<file path="src/rtl/mm_result_reader_if.sv">
// Product-RAM read port plus the valid/ready result stream for the MM result reader.
// master = reader side, slave = RAM/consumer side.
interface mm_result_reader_if #(
  parameter int DATA_W = 18,
  parameter int ADDR_W = 4
);
  logic              rd_en;
  logic [ADDR_W-1:0] rd_addr;
  logic [DATA_W-1:0] rd_data;
  logic [DATA_W-1:0] out_data;
  logic              out_valid;
  logic              out_ready;
  logic              out_last;

  modport master (
    output rd_en, rd_addr, out_data, out_valid, out_last,
    input  rd_data, out_ready
  );

  modport slave (
    input  rd_en, rd_addr, out_data, out_valid, out_last,
    output rd_data, out_ready
  );
endinterface

</file>
<file path="src/rtl/mm_result_reader.sv">
// Streams product RAM words 0..N_RESULTS-1 out on valid/ready after a start pulse.
// Reads are throttled so buffered plus in-flight words never exceed the 3-entry FIFO.
module mm_result_reader #(
  parameter int DATA_W    = 18,
  parameter int ADDR_W    = 4,
  parameter int N_RESULTS = 16
) (
  input  logic clk,
  input  logic rst,
  input  logic start,
  output logic busy,
  output logic done,
  mm_result_reader_if.master bus
);
  typedef enum logic [1:0] {IDLE, READ, DRAIN} state_t;

  localparam logic [ADDR_W-1:0] LAST_IDX = ADDR_W'(N_RESULTS - 1);

  state_t            state_reg, state_next;
  logic [ADDR_W-1:0] addr_reg;
  logic [ADDR_W-1:0] hs_cnt_reg;
  logic              inflight_reg;
  logic              done_reg;
  logic [DATA_W-1:0] fifo_mem [0:2];
  logic [1:0]        wr_ptr_reg, rd_ptr_reg, occ_reg;
  logic              issue, push, pop, hs_last, fifo_nonempty;

  function automatic logic [1:0] ptr_inc(input logic [1:0] p);
    return (p == 2'd2) ? 2'd0 : p + 2'd1;
  endfunction

  // Issue decision uses only registered occupancy, never out_ready.
  assign issue         = (state_reg == READ) &&
                         (({1'b0, occ_reg} + {2'b00, inflight_reg}) < 3'd3);
  assign push          = inflight_reg;
  assign fifo_nonempty = (occ_reg != 2'd0);
  assign pop           = fifo_nonempty && bus.out_ready;
  assign hs_last       = pop && (hs_cnt_reg == LAST_IDX);

  always_ff @(posedge clk) begin
    if (rst) state_reg <= IDLE;
    else     state_reg <= state_next;
  end

  always_comb begin
    state_next = state_reg;
    case (state_reg)
      IDLE:    if (start) state_next = READ;
      READ:    if (issue && (addr_reg == LAST_IDX)) state_next = DRAIN;
      DRAIN:   if (hs_last) state_next = IDLE;
      default: state_next = IDLE;
    endcase
  end

  always_comb begin
    busy          = (state_reg != IDLE);
    done          = done_reg;
    bus.rd_en     = issue;
    bus.rd_addr   = addr_reg;
    bus.out_valid = fifo_nonempty;
    bus.out_data  = fifo_nonempty ? fifo_mem[rd_ptr_reg] : '0;
    bus.out_last  = fifo_nonempty && (hs_cnt_reg == LAST_IDX);
  end

  always_ff @(posedge clk) begin
    if (rst) begin
      addr_reg     <= '0;
      hs_cnt_reg   <= '0;
      inflight_reg <= 1'b0;
      done_reg     <= 1'b0;
      wr_ptr_reg   <= 2'd0;
      rd_ptr_reg   <= 2'd0;
      occ_reg      <= 2'd0;
    end else begin
      inflight_reg <= issue;
      done_reg     <= (state_reg == DRAIN) && hs_last;
      if (state_reg == IDLE && start) begin
        addr_reg   <= '0;
        hs_cnt_reg <= '0;
      end else begin
        // Address parks on the last index so it never wraps within a read-out.
        if (issue && (addr_reg != LAST_IDX)) addr_reg <= addr_reg + 1'b1;
        if (pop && !hs_last) hs_cnt_reg <= hs_cnt_reg + 1'b1;
      end
      if (push) wr_ptr_reg <= ptr_inc(wr_ptr_reg);
      if (pop)  rd_ptr_reg <= ptr_inc(rd_ptr_reg);
      occ_reg <= occ_reg + {1'b0, push} - {1'b0, pop};
    end
  end

  always_ff @(posedge clk) begin
    if (push) fifo_mem[wr_ptr_reg] <= bus.rd_data;
  end
endmodule

</file>
<file path="src/flat_wrapper.sv">
// flat-port wrapper written by rule: the top's interface ports become plain ports
module mm_result_reader_flat 
#(
  parameter int DATA_W    = 18,
  parameter int ADDR_W    = 4,
  parameter int N_RESULTS = 16
)
  (clk, rst, start, busy, done, bus_rd_en, bus_rd_addr, bus_out_data, bus_out_valid, bus_out_last, bus_rd_data, bus_out_ready);
  mm_result_reader_if #(.DATA_W(DATA_W), .ADDR_W(ADDR_W)) bus_i ();
  input  logic clk;
  input  logic rst;
  input  logic start;
  output logic busy;
  output logic done;
  output wire logic [$bits(bus_i.rd_en)-1:0] bus_rd_en;
  output wire logic [$bits(bus_i.rd_addr)-1:0] bus_rd_addr;
  output wire logic [$bits(bus_i.out_data)-1:0] bus_out_data;
  output wire logic [$bits(bus_i.out_valid)-1:0] bus_out_valid;
  output wire logic [$bits(bus_i.out_last)-1:0] bus_out_last;
  input wire logic [$bits(bus_i.rd_data)-1:0] bus_rd_data;
  input wire logic [$bits(bus_i.out_ready)-1:0] bus_out_ready;
  assign bus_rd_en = bus_i.rd_en;
  assign bus_rd_addr = bus_i.rd_addr;
  assign bus_out_data = bus_i.out_data;
  assign bus_out_valid = bus_i.out_valid;
  assign bus_out_last = bus_i.out_last;
  assign bus_i.rd_data = bus_rd_data;
  assign bus_i.out_ready = bus_out_ready;
  mm_result_reader #(.DATA_W(DATA_W), .ADDR_W(ADDR_W), .N_RESULTS(N_RESULTS)) u_core (.clk(clk), .rst(rst), .start(start), .busy(busy), .done(done), .bus(bus_i));
endmodule
</file>
<file path="config.mk">
export PLATFORM = sky130hd
export DESIGN_NAME = mm_result_reader_flat
export DESIGN_NICKNAME = d
export VERILOG_FILES = /design/src/rtl/mm_result_reader_if.sv /design/src/rtl/mm_result_reader.sv /design/src/flat_wrapper.sv
export SDC_FILE = /design/constraint.sdc
export NUM_CORES = 1
export LEC_CHECK = 0
export BUFFER_PORTS_ARGS = -buffer_cell sky130_fd_sc_hd__buf_4
export CAP_MARGIN = 20
export CORE_UTILIZATION = 45
export DETAILED_ROUTE_END_ITERATION = 7
export GPL_ROUTABILITY_DRIVEN = 0
export PLACE_DENSITY_LB_ADDON = 0.05
export REMOVE_ABC_BUFFERS = 1
export SYNTH_ARGS = -nofsm -noshare
export SYNTH_HDL_FRONTEND = slang
export SYNTH_SLANG_ARGS = --single-unit
</file>
<file path="constraint.sdc">
create_clock -name clk -period 3.1 [get_ports clk]
set_input_delay 0.31 -clock clk [delete_from_list [all_inputs] [get_ports clk]]
set_output_delay 0.31 -clock clk [all_outputs]
set_load 0.05 [all_outputs]
</file>
* Yosys cells after proc, flatten, opt, wreduce, memory -nomap -nowiden
Memory sizes are Yosys's and may differ from the RTL's. A register that Yosys moved wholly into a read port is not among the register bits.
Cells that the tools add are included.
** Storage, ports and cells
- Register bits :: 18
- Memory bits (writable) :: 54
- Input port bits :: 22
- Output and inout port bits :: 27
- Logic and storage cells :: 53
- Memories kept :: 1
** Memory list
- u_core.fifo_mem :: depth 3, bits a word 18, rd ports 1, clocked after Yosys merged registers in 1, wr ports 1, RTL line mm_result_reader.sv:24 : logic [DATA_W-1:0] fifo_mem [0:2];
** Cells by class
- Add/sub/neg operators :: 7
- Order comparisons :: 1
- Equality and inequality tests :: 10
- Muxes and demuxes :: 11
- Reductions and logical operators :: 15
** Operator list (count)
- 18-bit two-way mux :: 1
- 2-bit two-way mux :: 7
- 1-bit logical AND :: 9
- 4-bit by 1-bit adder with 4-bit output (second input constant) :: 2
- 4-bit equality test (second input constant) :: 2
- 2-bit equality test (second input constant) :: 3
- 2-bit one-hot mux with 3 select lines :: 1
- 2-bit by 1-bit adder with 2-bit output (second input constant) :: 2
- 2-bit inequality test (second input constant) :: 2
- 4-bit inequality test (second input constant) :: 1
- 2-bit nonzero test :: 2
- 2-bit by 1-bit adder with 3-bit output :: 1
- 3-bit by 2-bit less-than comparator with 1-bit output (second input constant) :: 1
- 3-bit AND reduction :: 1
- 2-bit by 1-bit adder with 2-bit output :: 1
- 2-bit by 1-bit equality test with 1-bit output (second input constant) :: 1
- 2-bit zero test :: 1
- 1-bit two-way mux :: 2
- 2-bit by 1-bit inequality test with 1-bit output (second input constant) :: 1
- 2-bit OR reduction :: 1
- 2-bit by 1-bit subtractor with 2-bit output :: 1
- 1-bit zero test :: 1

* Longest topological paths before layout
Gate-level depths: netlist of run 1.
- Word-level depth :: 6
- Mapped depth :: 8
- Gate-level depth less buffers :: 8

* Least setup slack after synthesis of run 1
Ideal clock, no wire load.
- Path type :: flip-flop to flip-flop
- From :: register u_core.inflight_reg
- To :: register u_core.state_reg[0]
- Library setup time :: 0.185 ns
- Data arrival time :: 2.084 ns
- Required time :: 2.915 ns
- Path slack :: 0.831 ns
- Stages on the path, launching flop included :: 7
- Buffers on the path :: 1
- Period minus slack after synthesis :: 2.269 ns
- Cells stage by stage :: dfxtp_1 ha_1 ha_1 or3b_1 clkbuf_2 nor2_1 a2111oi_0
** On the way
- Word-level cells in the longest chain between the ends :: 6
** RTL lines
- from (decl) :: RTL line mm_result_reader.sv:22 : logic inflight_reg;
- from (signal assigned) :: RTL line mm_result_reader.sv:75 : inflight_reg <= issue;
- 2-bit by 1-bit adder with 3-bit output :: RTL line mm_result_reader.sv:34 : (({1'b0, occ_reg} + {2'b00, inflight_reg}) < 3'd3);
- 3-bit by 2-bit less-than comparator with 1-bit output :: RTL line mm_result_reader.sv:34
- 1-bit logical AND :: RTL line mm_result_reader.sv:33 : assign issue = (state_reg == READ) &&
- via bus_rd_en :: RTL line flat_wrapper.sv:15 : output wire logic [$bits(bus_i.rd_en)-1:0] bus_rd_en;
- 1-bit logical AND :: RTL line mm_result_reader.sv:49 : READ: if (issue && (addr_reg == LAST_IDX)) state_next = DRAIN;
- 2-bit inequality test (no line)
- 3-bit AND reduction (no line)
- to (signal assigned) :: RTL line mm_result_reader.sv:42 : else state_reg <= state_next;
- to (decl) :: RTL line mm_result_reader.sv:19 : state_t state_reg, state_next;
The timed path passes the listed nets, and every way through them passes these cells.
A chain may end at the register's enable or synchronous reset.

* Final worst setup path of run 1
- From :: register u_core.inflight_reg
- To :: output bus_rd_en
** On the way
- Word-level cells in the longest chain between the ends :: 3
** RTL lines (RTL line)
- 2-bit by 1-bit adder with 3-bit output :: mm_result_reader.sv:34
- 3-bit by 2-bit less-than comparator with 1-bit output :: mm_result_reader.sv:34
- 1-bit logical AND :: mm_result_reader.sv:33
- to (decl) :: flat_wrapper.sv:15
No other way between the ends.

==> results of run 1 <==
## worst max-delay path: stages, from the launching register on
cell and delay [ps]:
dfxtp_1 360, ha_1 200, ha_1 190, or3b_1 460, nor2_1 230, buf_4 240
## cell type report
cell class	instances	area (um2)	area share [%]
Clock inverter	7	93.8	2.54
Multi-Input combinational cell	128	938	25.4
Inverter	5	18.8	0.508
Timing Repair Buffer	53	398	10.8
Clock buffer	9	124	3.36
Tap cell	77	96.3	2.61
Sequential cell	74	2020	54.8
## per-layer routing
layer  share of wire, %  vias up  routed length, um  global-route usage [%]
met5                  0        -                  0                       0
met4               0.93        0                 48                    7.40
met3                4.3        6                221                    4.35
met2                 49       36               2520                    25.4
met1                 46      867               2360                    19.7
li1                   -      912                  -                       -
## report_power, final
part / switching [mW] / internal, mW
clock: 0.348 / 0.451
sequential: 0.0352 / 1.11
combinational: 0.679 / 0.326
total: 1.06 / 1.89
## cells by family (layout without fill, tap and decap cells)
kind of cell | count (synthesis) | after routing | synth area share [%]
AO/OA/AOI/OAI | 22 | 22 | 4.49
multiplexers | 37 | 37 | 13.1
AND/OR/NAND/NOR | 62 | 62 | 10.4
flip-flops | 74 | 74 | 67.2
XOR/XNOR | 1 | 1 | 0.291
adder cells (fa/ha/maj) | 6 | 6 | 2.50
buffers and inverters | 15 | 74 | 2.00
## per-stage QoR
stage          power [mW]  hold WS [ps]
2_1_floorplan        1.87           379
3_3_place_gp         2.18           475
3_5_place_dp         2.19           481
4_1_cts              3.00           140
5_1_grt              3.10           135
6_report             2.95           157
## cell usage in the layout (no fill, tap or decap), drive strengths merged, types with 2 or more instances in the layout
cell type | Yosys | layout
nor2b | 3 | 3
bufinv | 0 | 2
nand2 | 6 | 6
mux2 | 19 | 19
o31ai | 3 | 3
and2 | 2 | 2
clkbuf | 8 | 9
nor2 | 27 | 27
edfxtp | 54 | 54
nand3 | 4 | 4
a21oi | 9 | 9
inv | 5 | 5
mux2i | 18 | 18
ha | 6 | 6
clkinv | 0 | 4
buf | 2 | 53
nor3 | 5 | 5
o21ai | 4 | 4
and3 | 3 | 3
a31oi | 2 | 2
or3 | 3 | 3
dfxtp | 20 | 20
## worst max-delay path by stage
stage          slack [ps]  cells past startpoint                                to                           start
2_1_floorplan         860                      5  u_core.state_reg[0]$_SDFFE_PP0P_  u_core.inflight_reg$_SDFF_PP0_
3_3_place_gp         1200                      5                         bus_rd_en  u_core.inflight_reg$_SDFF_PP0_
3_5_place_dp         1150                      5                         bus_rd_en  u_core.inflight_reg$_SDFF_PP0_
4_1_cts               760                      5                         bus_rd_en  u_core.inflight_reg$_SDFF_PP0_
5_1_grt               670                      5                         bus_rd_en  u_core.inflight_reg$_SDFF_PP0_
6_report              770                      5                         bus_rd_en  u_core.inflight_reg$_SDFF_PP0_
==> impl_metrics.env, run 1 <==
export IMPL_fin_crit_sh_pct=75.1
export IMPL_grt_max_degree=21
export IMPL_drc_errors=0
export IMPL_die_area_um2=7010
export IMPL_cts_tree="built"
export IMPL_dp_worst_setup_slack_ps=1150
export IMPL_synth_area_leaders="edfxtp_1, dfxtp_1, mux2_2, mux2i_1, nor2_1"
export IMPL_start_util_pct=47.1
export IMPL_die_x_um=83.8
export IMPL_regToRegSetupSlack_ps=1170
export IMPL_antenna_found_initial=0
export IMPL_fin_util_pct=57.8
export IMPL_clk_pin_slew_ps=80
export IMPL_slew_headroom_pct=32.8
export IMPL_critPathKind="flop to output port"
export IMPL_min_to="u_core.fifo_mem[2][12]$_DFFE_PP_"
export IMPL_ys_seq_area_share_pct=67.2
export IMPL_setup_worst_path_end_class="output port"
export IMPL_p_per_area_nw_per_um2=800
export IMPL_hold_viol=0
export IMPL_track_usage_pct=15.8
export IMPL_drv_slew=0
export IMPL_place_area_um2=3470
export IMPL_synth_cell_types=35
export IMPL_cts_sinks=74
export IMPL_synth_edf_count=54
export IMPL_async_flop_share_pct=0
export IMPL_core_area_um2=6390
export IMPL_wl_mm=5.15
export IMPL_cts_htree_levels=3
export IMPL_hold_start="bus_rd_data[12]"
export IMPL_period_minus_slack_ps=2330
export IMPL_synthFlopType="edfxtp_1"
export IMPL_worst_pin_slew_ps=1010
export IMPL_critPathMaxFanout=7
export IMPL_r2r_start="u_core.inflight_reg$_SDFF_PP0_"
export IMPL_hold_path_class="primary input to flop"
export IMPL_fillerInstances=545
export IMPL_synthTopCellsByCount="edfxtp_1, nor2_1, dfxtp_1, mux2_2, mux2i_1"
export IMPL_cts_resized=0
export IMPL_fin_cells=353
export IMPL_setup_ws_ps=773
export IMPL_vias=1821
export IMPL_cts_hold_buf=0
export IMPL_viasPerCell=5.16
export IMPL_wl_per_cell_um=14.6
export IMPL_postSynthAreaPerCell_um2=13.9
export IMPL_grt_ovfl_total=0
export IMPL_required_ps=2790
export IMPL_drv_cap=0
export IMPL_drive_gt1_share_pct=33.7
export IMPL_io_pins=49
export IMPL_grt_pass1_wl_mm=8.40
export IMPL_leakage_nw=1.38
export IMPL_ys_ff_latch=74
export IMPL_drt_initial_drc_count=53
export IMPL_diodes=0
export IMPL_first_pass_iters=4
export IMPL_yosysTopAreaCell="edfxtp_1"
export IMPL_worstPathArrival_ps=2020
export IMPL_status="finished, final reports clean"
export IMPL_reg2reg_depth=5
export IMPL_r2r_end="u_core.bus.rd_addr[1]$_SDFFE_PP0P_"
export IMPL_cts_path_max_buffers=2
export IMPL_fin_skew_ps=8.45
export IMPL_setup_viol=0
export IMPL_final_cell_area_um2=3690
export IMPL_largest_reg_flops=54
export IMPL_cts_buffers=9
export IMPL_dp_hpwl_mm=3.32
export IMPL_syn_to_final_growth_pct=22.7
export IMPL_ant_nets=0
export IMPL_grt_pass1_vias=1751
export IMPL_clk_latency_ps=340
export IMPL_row_count=29
export IMPL_nNetsFinal=299
export IMPL_tns_ps=0
export IMPL_ir_drop_mv=0.509
export IMPL_synth_warnings=0
export IMPL_syn_cell_area_um2=3010
export IMPL_numPortBuffers=48
export IMPL_root_buffer="clkbuf_8"
export IMPL_fp_dieH_um=83.8
export IMPL_placed_cells=337
export IMPL_timing_fmax_mhz=430
export IMPL_synthCells=217
export IMPL_yosysMostFrequentCell="edfxtp_1"
export IMPL_min_path_cells=1
export IMPL_cp_start_kind="flop"
export IMPL_rsz0062_at_grt="false"
export IMPL_yosysTopAreaCellShare_pct=53.9
export IMPL_cts_setup_buffers=0
Power figures use the tool's default switching activity.
==> run 2: changes to the inputs <==
- clock period: 3.1 -> 2.06 ns (I/O delays scaled with it)
==> impl_metrics.env, run 2 (synthesis results as in run 1) <==
export IMPL_status="finished, final reports clean"
export IMPL_placed_cells=340
export IMPL_timing_fmax_mhz=495
export IMPL_drive_gt1_share_pct=37.3
export IMPL_min_to="u_core.fifo_mem[1][13]$_DFFE_PP_"
export IMPL_first_pass_iters=4
export IMPL_clk_latency_ps=330
export IMPL_ir_drop_mv=0.542
export IMPL_crit_chain="ha_1 -> ha_2 -> or3b_4 -> buf_4 -> or4b_1 -> a21oi_1"
export IMPL_root_buffer="clkbuf_8"
export IMPL_grt_pass1_vias=1851
export IMPL_drt_initial_drc_count=71
export IMPL_cts_path_max_buffers=2
export IMPL_hold_viol=0
export IMPL_setup_viol=0
export IMPL_drv_cap=0
export IMPL_fin_crit_sh_pct=98.0
export IMPL_drv_slew=0
export IMPL_io_pins=49
export IMPL_crit_buf_inv=1
export IMPL_r2r_start="u_core.occ_reg[0]$_SDFF_PP0_"
export IMPL_r2r_end="u_core.bus.rd_addr[1]$_SDFFE_PP0P_"
export IMPL_p_per_area_nw_per_um2=1210
export IMPL_dp_hpwl_mm=3.53
export IMPL_fin_cells=361
export IMPL_place_area_um2=3530
export IMPL_die_area_um2=7010
export IMPL_diodes=0
export IMPL_slew_headroom_pct=72.6
export IMPL_setup_ws_ps=40.9
export IMPL_cts_htree_levels=3
export IMPL_period_minus_slack_ps=2020
export IMPL_sw_frac_of_total_pct=34.9
export IMPL_largest_reg_flops=54
export IMPL_final_cell_mix="buf_4, edfxtp_1, nor2_1"
export IMPL_cts_buffers=9
export IMPL_min_path_cells=1
export IMPL_reg2reg_depth=6
export IMPL_fp_dieH_um=83.8
export IMPL_start_util_pct=47.1
export IMPL_leakage_nw=1.43
export IMPL_wl_per_cell_um=15.3
export IMPL_regToRegSetupSlack_ps=40
export IMPL_cp_start_kind="flop"
export IMPL_grt_pass1_wl_mm=8.85
export IMPL_syn_to_final_growth_pct=27.5
export IMPL_antenna_found_initial=0
export IMPL_row_count=29
export IMPL_cts_sinks=74
export IMPL_grt_ovfl_total=0
export IMPL_cts_tree="built"
export IMPL_slowest_stage="or4b_1"
export IMPL_wl_mm=5.53
export IMPL_p_sw_mw=1.62
export IMPL_track_usage_pct=16.7
export IMPL_worst_pin_slew_ps=411
export IMPL_viasPerCell=5.22
export IMPL_nNetsFinal=307
export IMPL_worstPathArrival_ps=2290
export IMPL_final_common_cell="buf_4"
export IMPL_numPortBuffers=48
export IMPL_comb_power_share_pct=34.3
export IMPL_fillerInstances=544
export IMPL_p_clk_share_pct=28.6
export IMPL_clk_pin_slew_ps=80
export IMPL_critPathMaxStageDelay_ps=500
export IMPL_setup_worst_path_end_class="flop"
export IMPL_tns_ps=0
export IMPL_dp_worst_setup_slack_ps=143
export IMPL_critPathTopFamily="simple AND/OR/NAND/NOR gates"
export IMPL_ant_nets=0
export IMPL_drc_errors=0
export IMPL_final_cell_area_um2=3830
export IMPL_critPathKind="flop to flop"
export IMPL_grt_max_degree=20
export IMPL_required_ps=2330
export IMPL_hold_start="bus_rd_data[13]"
export IMPL_vias=1885
export IMPL_fin_skew_ps=2.89
export IMPL_core_area_um2=6390
export IMPL_hold_path_class="primary input to flop"
export IMPL_die_x_um=83.8
export IMPL_internal_power_mw=3.03
export IMPL_critPathMaxFanout=4
export IMPL_seqPwrFrac_pct=37.1
run 2: repair_timing:
item                                    4_1_cts  5_1_grt
setup buffers                                 0        5
resized for setup                             4        4
cloned                                        0        0
hold buffers                                  0        0
pin swaps                                     0        3
endpoints found under the setup margin        1        1
run 2: final cells by class:
cell class	count	area, um2	area share (%)
Clock buffer	10	128	3.33
Multi-Input combinational cell	128	951	24.8
Timing Repair Buffer	61	499	13.0
Sequential cell	74	2030	52.9
Tap cell	77	96.3	2.51
Clock inverter	6	114	2.97
Inverter	5	18.8	0.490
run 2: metrics by stage:
| stage | hold WS (ps) | util [%] | power, mW |
|---|---|---|---|
| floorplan | 275 | - | 2.82 |
| global placement | 401 | 55.3 | 3.34 |
| detailed placement | 403 | 55.3 | 3.35 |
| CTS | 40.6 | 59.3 | 4.69 |
| global route | 40.6 | 60.0 | 4.87 |
| finish | 58.4 | 60.0 | 4.65 |
run 2: power by group through the flow:
stage	Clock, mW	Sequential, mW	Combinational [mW]
final	1.33	1.73	1.59
after global routing	1.43	1.74	1.71
after CTS	1.37	1.73	1.60
after detailed placement	0	1.76	1.59
after global placement	0	1.76	1.58
after floorplan	0	1.79	1.03
run 2: how the worst max path moves through the flow:
stage | cells past startpoint | to | start
floorplan | 5 | u_core.state_reg[0]$_SDFFE_PP0P_ | u_core.inflight_reg$_SDFF_PP0_
global placement | 5 | u_core.bus.rd_addr[1]$_SDFFE_PP0P_ | u_core.occ_reg[0]$_SDFF_PP0_
detailed placement | 5 | u_core.bus.rd_addr[1]$_SDFFE_PP0P_ | u_core.occ_reg[0]$_SDFF_PP0_
CTS | 5 | bus_rd_en | u_core.occ_reg[0]$_SDFF_PP0_
global route | 6 | u_core.bus.rd_addr[1]$_SDFFE_PP0P_ | u_core.inflight_reg$_SDFF_PP0_
finish | 6 | u_core.bus.rd_addr[1]$_SDFFE_PP0P_ | u_core.occ_reg[0]$_SDFF_PP0_
run 2: per-layer routing:
| metal | part of all wire, % | up-vias | GRT usage [%] |
|---|---|---|---|
| met5 | 0 | - | 0 |
| met4 | 1.5 | 0 | 8.32 |
| met3 | 3.8 | 7 | 4.25 |
| met2 | 51 | 33 | 28.2 |
| met1 | 43 | 917 | 19.6 |
| li1 | - | 928 | - |
==> run 3: changes to the inputs <==
- PLACE_DENSITY: not set -> 0.76
- PLACE_DENSITY_LB_ADDON: 0.05 -> not set
==> impl_metrics.env, run 3 (synthesis results as in run 1) <==
export IMPL_slew_headroom_pct=76.9
export IMPL_reg2reg_depth=5
export IMPL_diodes=0
export IMPL_fp_dieH_um=83.8
export IMPL_fin_util_pct=58.5
export IMPL_min_path_cells=1
export IMPL_setup_ws_ps=75.4
export IMPL_row_count=29
export IMPL_hold_start="bus_rd_data[6]"
export IMPL_regArea_um2=2020
export IMPL_critPathKind="flop to output port"
export IMPL_final_cell_area_um2=3730
export IMPL_critPathMaxStageDelay_ps=440
export IMPL_core_area_um2=6390
export IMPL_hold_path_class="primary input to flop"
export IMPL_die_area_um2=7010
export IMPL_ant_nets=0
export IMPL_r2r_end="u_core.bus.rd_addr[1]$_SDFFE_PP0P_"
export IMPL_ir_drop_mv=0.873
export IMPL_clk_pin_slew_ps=80
export IMPL_slowest_stage="or3b_4"
export IMPL_track_usage_pct=16.1
export IMPL_fillerInstances=527
export IMPL_setup_viol=0
export IMPL_wl_per_cell_um=14.8
export IMPL_critPathMaxFanout=7
export IMPL_root_buffer="clkbuf_8"
export IMPL_final_cell_mix="buf_4, edfxtp_1, nor2_1"
export IMPL_clk_latency_ps=330
export IMPL_cp_start_kind="flop"
export IMPL_fin_skew_ps=5.04
export IMPL_wl_mm=5.27
export IMPL_setup_worst_path_end_class="output port"
export IMPL_cts_tree="built"
export IMPL_cts_path_max_buffers=2
export IMPL_first_pass_iters=4
export IMPL_place_area_um2=3490
export IMPL_min_to="u_core.fifo_mem[1][6]$_DFFE_PP_"
export IMPL_cts_sinks=74
export IMPL_dp_worst_setup_slack_ps=147
export IMPL_worst_pin_slew_ps=346
export IMPL_nNetsFinal=302
export IMPL_r2r_start="u_core.occ_reg[0]$_SDFF_PP0_"
export IMPL_vias=1877
export IMPL_p_per_area_nw_per_um2=1210
export IMPL_required_ps=1850
export IMPL_dp_hpwl_mm=3.34
export IMPL_start_util_pct=47.1
export IMPL_timing_fmax_mhz=504
export IMPL_die_x_um=83.8
export IMPL_final_common_cell="buf_4"
export IMPL_crit_chain="ha_2 -> ha_2 -> or3b_4 -> nor2_4 -> buf_6"
export IMPL_regToRegSetupSlack_ps=210
export IMPL_hold_viol=0
export IMPL_worstPathArrival_ps=1780
export IMPL_grt_max_degree=20
export IMPL_grt_pass1_wl_mm=8.65
export IMPL_fin_crit_sh_pct=96.3
export IMPL_drc_errors=0
export IMPL_cpMostUsedCell="ha_2"
export IMPL_multi_input_area_um2=953
export IMPL_grt_ovfl_total=0
export IMPL_cts_buffers=9
export IMPL_holdWs_ps=57.1
export IMPL_antenna_found_initial=0
export IMPL_numPortBuffers=48
export IMPL_io_pins=49
export IMPL_grt_pass1_vias=1839
export IMPL_syn_to_final_growth_pct=24.2
export IMPL_viasPerCell=5.27
export IMPL_largest_reg_flops=54
export IMPL_cts_htree_levels=3
export IMPL_drt_initial_drc_count=125
export IMPL_period_minus_slack_ps=1980
export IMPL_fin_cells=356
export IMPL_drv_slew=0
export IMPL_placed_cells=339
export IMPL_drv_cap=0
export IMPL_drive_gt1_share_pct=36.6
export IMPL_status="finished, final reports clean"
export IMPL_leakage_nw=1.39
==> run 3: changes by cell type in the layout (fill, tap and decap cells not counted), sizes merged <==
cell,delta
buf,-5
clkinvlp,-1
bufinv,-1
clkinv,+2
==> run 3: worst max-delay path: cells and delay by family, from the launching register on <==
family / cells / cell delay (ps)
adders and majority gates: 2 / 350
and+or+nand+nor: 2 / 580
buffers and inverters: 1 / 170
DFF: 1 / 340
==> run 3: metrics by stage <==
stage | power, mW | setup TNS [ps]
after global routing | 4.73 | -10.9
final | 4.51 | 0
after CTS | 4.54 | 0
after detailed placement | 3.33 | 0
after global placement | 3.31 | 0
after floorplan | 2.82 | -3150
==> run 3: worst max-delay path by stage <==
stage	from	end
6_report	u_core.occ_reg[0]$_SDFF_PP0_	bus_rd_en
5_1_grt	u_core.occ_reg[0]$_SDFF_PP0_	bus_rd_en
4_1_cts	u_core.inflight_reg$_SDFF_PP0_	bus_rd_en
3_5_place_dp	u_core.inflight_reg$_SDFF_PP0_	u_core.bus.rd_addr[1]$_SDFFE_PP0P_
3_3_place_gp	u_core.occ_reg[0]$_SDFF_PP0_	u_core.bus.rd_addr[1]$_SDFFE_PP0P_
2_1_floorplan	u_core.inflight_reg$_SDFF_PP0_	u_core.state_reg[0]$_SDFFE_PP0P_
==> run 3: per-layer routing <==
metal | routed length [um] | global-route usage, %
met3 | 331 | 5.14
met2 | 2540 | 25.8
met4 | 60 | 5.55
met1 | 2340 | 20.5
met5 | 0 | 0
==> run 3: timing repair <==
item                                    4_1_cts  5_1_grt
pin swaps                                     0        2
hold buffers                                  0        0
endpoints found under the setup margin        1        1
gates cloned                                  0        0
resized for setup                             3        5
buffers inserted                              0        1
==> run 3: layout make-up <==
| type | count | area share, % |
|---|---|---|
| clock buffer | 10 | 3.42 |
| timing repair buffer | 56 | 11.4 |
| sequential | 74 | 54.2 |
| multi-input combinational | 128 | 25.5 |
| tap | 77 | 2.58 |
| inverter | 5 | 0.503 |
| clock inverter | 6 | 2.41 |
==> run 3: report_power, final <==
part / switching, mW / leakage, nW / internal [mW] / total, mW
registers: 0.0471 / 0.653 / 1.68 / 1.72
clock network: 0.523 / 0.107 / 0.687 / 1.21
logic: 1.06 / 0.630 / 0.516 / 1.58
